**src/rtl/stage11_bf_sequencer_pkg.sv**
```systemverilog
// Shared constants, state encoding and address helper for the stage-11 butterfly sequencer.
// Stage 11 pairs points 1024 apart: 4 groups of 1024 butterflies over an 8192-point frame.
package stage11_bf_sequencer_pkg;

    localparam int DATA_ADDR_LEN = 13;
    localparam int STAGE_NUM     = 11;
    localparam int TF_ADDR_LEN   = 10;
    localparam int BF_LATENCY    = 12;
    localparam int CNT_LEN       = DATA_ADDR_LEN - 1;

    typedef enum logic [1:0] {
        ST_IDLE,
        ST_RUN,
        ST_DRAIN,
        ST_DONE
    } seq_state_t;

    // Insert the wing bit between group and in-group index: {g, lower, k}.
    function automatic logic [DATA_ADDR_LEN-1:0] wing_addr(input logic [CNT_LEN-1:0] cnt,
                                                           input logic lower);
        return {cnt[CNT_LEN-1:STAGE_NUM-1], lower, cnt[STAGE_NUM-2:0]};
    endfunction

endpackage

```
**src/rtl/stage11_bf_sequencer_bf_addr_delay.sv**
```systemverilog
// Fixed-depth shift register carrying write-back valid and addresses alongside the
// free-running butterfly pipeline; shifts every cycle.
module bf_addr_delay #(
    parameter int DEPTH = 1,
    parameter int WIDTH = 1
) (
    input  logic             clk,
    input  logic             rst,
    input  logic [WIDTH-1:0] din,
    output logic [WIDTH-1:0] dout
);

    logic [WIDTH-1:0] pipe_reg [DEPTH];

    for (genvar gi = 0; gi < DEPTH; gi++) begin : g_stage
        if (gi == 0) begin : g_head
            always_ff @(posedge clk or negedge rst) begin
                if (!rst) pipe_reg[gi] <= '0;
                else      pipe_reg[gi] <= din;
            end
        end else begin : g_body
            always_ff @(posedge clk or negedge rst) begin
                if (!rst) pipe_reg[gi] <= '0;
                else      pipe_reg[gi] <= pipe_reg[gi-1];
            end
        end
    end

    assign dout = pipe_reg[DEPTH-1];

endmodule

```
**src/rtl/stage11_bf_sequencer.sv**
```systemverilog
// Read/twiddle/write-back address sequencer for FFT stage 11: one butterfly issue per
// cycle, write-back addresses delayed to match the butterfly pipeline, then a done pulse.
module stage11_bf_sequencer
    import stage11_bf_sequencer_pkg::*;
(
    input  logic                     clk,
    input  logic                     rst,
    input  logic                     start,
    input  logic                     hold,
    output logic                     busy,
    output logic                     done,
    output logic                     rd_en,
    output logic [DATA_ADDR_LEN-1:0] rd_addr_a,
    output logic [DATA_ADDR_LEN-1:0] rd_addr_b,
    output logic                     tf_en,
    output logic                     op_valid,
    output logic                     wr_en,
    output logic [DATA_ADDR_LEN-1:0] wr_addr_a,
    output logic [DATA_ADDR_LEN-1:0] wr_addr_b
);

    localparam int                    DRAIN_LEN  = $clog2(BF_LATENCY + 2);
    localparam logic [DRAIN_LEN-1:0]  DRAIN_INIT = DRAIN_LEN'(BF_LATENCY + 1);
    localparam logic [CNT_LEN-1:0]    CNT_LAST   = {CNT_LEN{1'b1}};
    localparam int                    WB_WIDTH   = 1 + 2 * DATA_ADDR_LEN;

    logic rst_meta_reg, rst_sync_reg;

    // Reset asserts asynchronously but releases two clocks after rst rises.
    always_ff @(posedge clk or negedge rst) begin
        if (!rst) begin
            rst_meta_reg <= 1'b0;
            rst_sync_reg <= 1'b0;
        end else begin
            rst_meta_reg <= 1'b1;
            rst_sync_reg <= rst_meta_reg;
        end
    end

    seq_state_t               state_reg;
    logic [CNT_LEN-1:0]       cnt_reg;
    logic [DRAIN_LEN-1:0]     drain_reg;
    logic                     rd_en_reg, op_valid_reg, done_reg;
    logic [DATA_ADDR_LEN-1:0] rd_addr_a_reg, rd_addr_b_reg;
    logic [DATA_ADDR_LEN-1:0] op_addr_a_reg, op_addr_b_reg;

    always_ff @(posedge clk or negedge rst_sync_reg) begin
        if (!rst_sync_reg) begin
            state_reg     <= ST_IDLE;
            cnt_reg       <= '0;
            drain_reg     <= '0;
            rd_en_reg     <= 1'b0;
            op_valid_reg  <= 1'b0;
            done_reg      <= 1'b0;
            rd_addr_a_reg <= '0;
            rd_addr_b_reg <= '0;
            op_addr_a_reg <= '0;
            op_addr_b_reg <= '0;
        end else begin
            rd_en_reg     <= 1'b0;
            done_reg      <= 1'b0;
            // Operand/twiddle data arrive one cycle after the read request.
            op_valid_reg  <= rd_en_reg;
            op_addr_a_reg <= rd_addr_a_reg;
            op_addr_b_reg <= rd_addr_b_reg;
            case (state_reg)
                ST_IDLE: begin
                    if (start) state_reg <= ST_RUN;
                end
                ST_RUN: begin
                    if (!hold) begin
                        rd_en_reg     <= 1'b1;
                        rd_addr_a_reg <= wing_addr(cnt_reg, 1'b0);
                        rd_addr_b_reg <= wing_addr(cnt_reg, 1'b1);
                        cnt_reg       <= cnt_reg + 1'b1;
                        if (cnt_reg == CNT_LAST) begin
                            state_reg <= ST_DRAIN;
                            drain_reg <= DRAIN_INIT;
                        end
                    end
                end
                ST_DRAIN: begin
                    // Zero when the final write-back has just been presented.
                    if (drain_reg == '0) begin
                        state_reg <= ST_DONE;
                        done_reg  <= 1'b1;
                    end else begin
                        drain_reg <= drain_reg - 1'b1;
                    end
                end
                ST_DONE: begin
                    state_reg <= ST_IDLE;
                end
                default: begin
                    state_reg <= ST_IDLE;
                end
            endcase
        end
    end

    logic [WB_WIDTH-1:0] wb_in, wb_out;

    assign wb_in = {op_valid_reg, op_addr_a_reg, op_addr_b_reg};

    bf_addr_delay #(
        .DEPTH (BF_LATENCY),
        .WIDTH (WB_WIDTH)
    ) u_wb_delay (
        .clk  (clk),
        .rst  (rst_sync_reg),
        .din  (wb_in),
        .dout (wb_out)
    );

    assign busy      = (state_reg != ST_IDLE);
    assign done      = done_reg;
    assign rd_en     = rd_en_reg;
    assign tf_en     = rd_en_reg;
    assign rd_addr_a = rd_addr_a_reg;
    assign rd_addr_b = rd_addr_b_reg;
    assign op_valid  = op_valid_reg;
    assign wr_en     = wb_out[WB_WIDTH-1];
    assign wr_addr_a = wb_out[2*DATA_ADDR_LEN-1:DATA_ADDR_LEN];
    assign wr_addr_b = wb_out[DATA_ADDR_LEN-1:0];

endmodule

```
**config.mk**
```make
export PLATFORM = sky130hd
export DESIGN_NAME = stage11_bf_sequencer
export DESIGN_NICKNAME = d
export VERILOG_FILES = /design/src/rtl/stage11_bf_sequencer_pkg.sv /design/src/rtl/stage11_bf_sequencer_bf_addr_delay.sv /design/src/rtl/stage11_bf_sequencer.sv
export SDC_FILE = /design/constraint.sdc
export NUM_CORES = 1
export LEC_CHECK = 0
export CAP_MARGIN = 20
export CORE_UTILIZATION = 35
export CTS_CLUSTER_SIZE = 28
export DETAILED_ROUTE_END_ITERATION = 10
export SLEW_MARGIN = 20
export SYNTH_ARGS = -nofsm -noshare
export SYNTH_HDL_FRONTEND = slang
export SYNTH_SLANG_ARGS = --single-unit
```
**constraint.sdc**
```tcl
create_clock -name clk -period 6.7 [get_ports clk]
set_clock_uncertainty 0.2 [all_clocks]
set_input_delay 1.34 -clock clk [delete_from_list [all_inputs] [get_ports clk]]
set_output_delay 1.34 -clock clk [all_outputs]
set_load 0.03 [all_outputs]
```
### Yosys cells after proc, flatten, opt, wreduce, memory -nomap -nowiden

Cells that the tools add are included.

* logic and storage cells: 56
* output and inout bits: 58
* input bits: 4
* bits in registers: 385

* reductions and logical operators: 7
* equality and inequality tests: 9
* bitwise gates (word level): 1
* add/subtract/negate cells: 2
* muxes and demuxes: 13

Operator list (number)
* adder 12 x 1 -> 12 bit (second input constant): 1
* == test 12 bit (second input constant): 1
* 2-to-1 mux 4 bit: 3
* inequality test 2 bit (second input constant): 5
* 2-to-1 mux 2 bit: 4
* case mux 2 bit (4 select lines): 1
* case mux 4 bit (2 select lines): 1
* AND reduction 4 bit: 2
* == test 2 bit (second input constant): 2
* zero test 4 bit: 1
* 2-to-1 mux 1 bit: 4
* nonzero test 2 bit: 2
* subtractor 4 x 1 -> 4 bit (second input constant): 1
* == test 2 x 1 -> 1 bit (second input constant): 1
* zero test 2 bit: 1
* AND reduction 2 bit: 1
* NOT 1 bit: 1

### Logic depth before layout (Yosys ltp)

* depth in word-level cells: 4
* gate-level depth with buffers: 8
* depth with buffers taken out: 7

### Cells and area by module

A second synthesis with hierarchy kept.

* cells, all modules: 544
* area, all modules: 10392.5 um2

Modules (own cells, without submodules)
* bf_addr_delay: seq. area each 8107.8 um2, area each 8310.5 um2, times used 1, cells an instance 351
* stage11_bf_sequencer: seq. area each 1226.2 um2, area each 2082.0 um2, times used 1, cells an instance 193

### Worst setup path before layout

OpenSTA, ideal clock, no wires.

* path kind: input -> register
* start: in hold
* end: reg state_reg[1]
* stages: 4
* setup slack: 4.091 ns
* library setup time: 0.125 ns
* arrival: 2.284 ns
* buffers on the path: 0
* required time: 6.375 ns
* cell sequence: nand3b_1 > o41ai_4 > o211ai_2 > mux2_4

* word-level cells in the longest chain between the ends: 2

RTL lines
* start: declaration: RTL line stage11_bf_sequencer.sv:9 `input logic hold,`
* inequality test 2 bit (no source line)
* AND reduction 4 bit (no source line)
* end signal: assignment: RTL line stage11_bf_sequencer.sv:49 `state_reg <= ST_IDLE;`
* end signal: assignment: RTL line stage11_bf_sequencer.sv:68 `if (start) state_reg <= ST_RUN;`
* end signal: assignment: RTL line stage11_bf_sequencer.sv:77 `state_reg <= ST_DRAIN;`
* end: declaration: RTL line stage11_bf_sequencer.sv:40 `seq_state_t state_reg;`

No other way between the ends.
A chain may end at the register's enable or synchronous reset.

### Final worst setup path

* start: reg state_reg[0]
* end: out busy

* word-level cells in the longest chain between the ends: 1

RTL lines
* nonzero test 2 bit: RTL line stage11_bf_sequencer.sv:115 `assign busy = (state_reg != ST_IDLE);`
* end: declaration: RTL line stage11_bf_sequencer.sv:10 `output logic busy,`

No other way between the ends.

==> metrics <==
status finished clean; critical-path cell list inv_1 -> ha_1 -> inv_1 -> clkdlybuf4s50_1; period utilization 51.3%; Post-DP HPWL 4060 um; worst-path maximum fanout 3; Initial Util 35.7%; Syn-to-layout area delta 20.5%; setup violators final 0; Synth Instances 365; first-pass GRT wire length 12900 um; CP Launch Type flop; Antenna Nets Post-Route 0; synthesized cell area 6420 um2; CP Launch Point state_reg[0]$_DFFE_PN0P_; fin crit period 3.44 ns; simple-gate share of the synthesized area 5.13%; Post-synth EDFFs 0; LEAKAGE 3.76 nW; share of layout cells above drive strength 1 10.5%; worst skew pair latency 0.48 ns; crit path to busy; max reg flops 154; antenna violations before repair 0; Rows 49; vias per cell 4.16; final core utilization 43.0%; ANT cells 0; Netlist cell types 32; r2r endpoint cnt_reg[4]$_DFFE_PN0P_; Seq/Total Area, Yosys 84.6%; CP Data Required Time 5.16 ns; Sw Ratio 23.5%; gr usage total 8.60%; Reg2Reg Depth 6; fill count 1556; CTS tree done; Post-CTS Hold Fix Bufs 0; Iter 0 DRT Violations 135; most used cell, CP inv_1; Synth Warn # 0; core area 18000 um2; RSZ-0062 raised after global routing no; drt drc 0; hold depth 0; Hold WC Path Type reg -> reg; FF-to-FF setup slack 4.36 ns; final worst setup slack 3.26 ns; Total Neg Setup Slack 0 ns; NetSw 0.727 mW; Flop pwr share 52.5%; DR vias 2692; Peak VDD IR 222 uV; main combinational cell family by area after synthesis buffers and inverters; Total Routed Length 7560 um; Least-Margin Pin Slew 0.661 ns; most frequent cells in the layout dfrtp_1, clkdlybuf4s50_1, nand2_1, clkbuf_16, clkbuf_8; number of global-route vias before repair 2661; drt pass-1 iters 4; XOR/XNOR Fraction of Synth Area 1.50%; Seq cells post-synth 217; maximum capacitance violations 0; Critical R2R Launch state_reg[1]$_DFFE_PN0P_; Setup Buffers After CTS 0; CP Class reg -> out; cell taking the most area after synthesis dfrtp_1; internal power 2.37 mW; Die W 137 um; pin count of the biggest net entering global routing 216; commonest non-fill, non-tap cell in the layout dfrtp_1; Clock power frac 37.4%; slowest stage delay, CP 0.67 ns; CP arrival 1.90 ns; max-slew violation count 0; combinational share of power 10.2%; Routed WL per cell 11.7 um; post-synthesis mux area share 0.410%; Power Density 400 nW/um2; fmax 0.291 GHz; I/O pin cnt 62; DIE AREA 18900 um2; Max Buffers Root-to-Sink 3; Post-Synth Adder-Cell Area 1.17%; asr flop ratio synth 100%; final-stage net count 415; critical path endpoint category output pin; grt ovf 0; synth top area cells dfrtp_1, buf_4, nand2_1, ha_1, xnor2_1; Die H 137 um; area share of the largest cell type after synthesis 84.6%; RePlAce Congestion 0.742; clk sinks 217; Synth Area in Compound Gates 1.60%; Main synth FF type dfrtp_1; root buf cell clkbuf_16; Pwr Total 3.10 mW; final hold vios 0; Resize count post-CTS 0; synthesized area per cell 17.6 um2; CTS HTree Levels 1; CTS Buf Count 20; CP max stage cell clkdlybuf4s50_1; CTS clk-pin slew, worst paths 0.07 ns; Slew Limit Headroom 56.0%; pre-CTS setup slack 3.33 ns; PortBufs 59
[cells in the mapped netlist, types with 3 or more instances]
cell type,number
inv_1,7
nor2_1,3
ha_1,6
xor2_1,4
nand2b_1,3
nand2_1,41
dfrtp_1,217
nor3_1,3
buf_4,40
xnor2_1,7
nand3_1,6
[cell families after synthesis]
| kind of cell | after synthesis |
|---|---|
| DFF | 217 |
| AOI/OAI and AO/OA | 9 |
| xor gates and xnor gates | 11 |
| buffers and inverters | 51 |
| and+or+nand+nor | 67 |
| adders and majority gates | 6 |
| muxes | 2 |
| other | 2 |
[worst min path at each step]
stage	from	endpoint	slack [ns]
after detailed placement	u_wb_delay.pipe_reg[47]$_DFF_PN0_	u_wb_delay.dout[20]$_DFF_PN0_	0.13
after CTS	u_wb_delay.pipe_reg[122]$_DFF_PN0_	u_wb_delay.pipe_reg[95]$_DFF_PN0_	0.15
after floorplan	rst_meta_reg$_DFF_PN0_	rst_sync_reg$_DFF_PN0_	0.13
after global routing	u_wb_delay.pipe_reg[145]$_DFF_PN0_	u_wb_delay.pipe_reg[118]$_DFF_PN0_	0.15
final	u_wb_delay.pipe_reg[145]$_DFF_PN0_	u_wb_delay.pipe_reg[118]$_DFF_PN0_	0.14
after global placement	u_wb_delay.pipe_reg[145]$_DFF_PN0_	u_wb_delay.pipe_reg[118]$_DFF_PN0_	0.13
[per-layer routing]
metal  part of all wire (%)  global-route usage [%]  wire length, um
met2                     45                    12.6             3380
met3                    6.7                    2.35              505
met4                    2.9                    3.36              223
met5                      0                       0                0
met1                     46                    12.1             3460
[through the flow]
step	cells	cell area (um2)	hold WS [ns]
floorplan	366	6420	0.131
global placement	611	7000	0.131
detailed placement	611	7000	0.135
CTS	646	7700	0.146
global route	647	7730	0.148
finish	647	7730	0.141
[layout make-up]
class | instances | area (um2) | area share (%)
Clock inverter | 2 | 35.0 | 0.453
Timing Repair Buffer | 61 | 638 | 8.25
Tap cell | 229 | 287 | 3.71
Sequential cell | 217 | 5430 | 70.3
Multi-Input combinational cell | 98 | 641 | 8.29
Clock buffer | 33 | 671 | 8.67
Inverter | 7 | 26.3 | 0.340
[critical path, delay by kind of cell (launching register included)]
family / cells / cell delay (ns)
buf+inv: 3 / 0.84
flops: 1 / 0.36
fa+ha+maj: 1 / 0.22
[power by group through the flow]
stage / Sequential, mW / Combinational [mW] / Clock, mW
floorplan: 1.67 / 0.200 / 0
global placement: 1.63 / 0.314 / 0
detailed placement: 1.65 / 0.316 / 0
CTS: 1.63 / 0.317 / 1.20
global route: 1.65 / 0.337 / 1.25
finish: 1.62 / 0.315 / 1.16
Note: power is estimated with default switching activity, not from simulation.
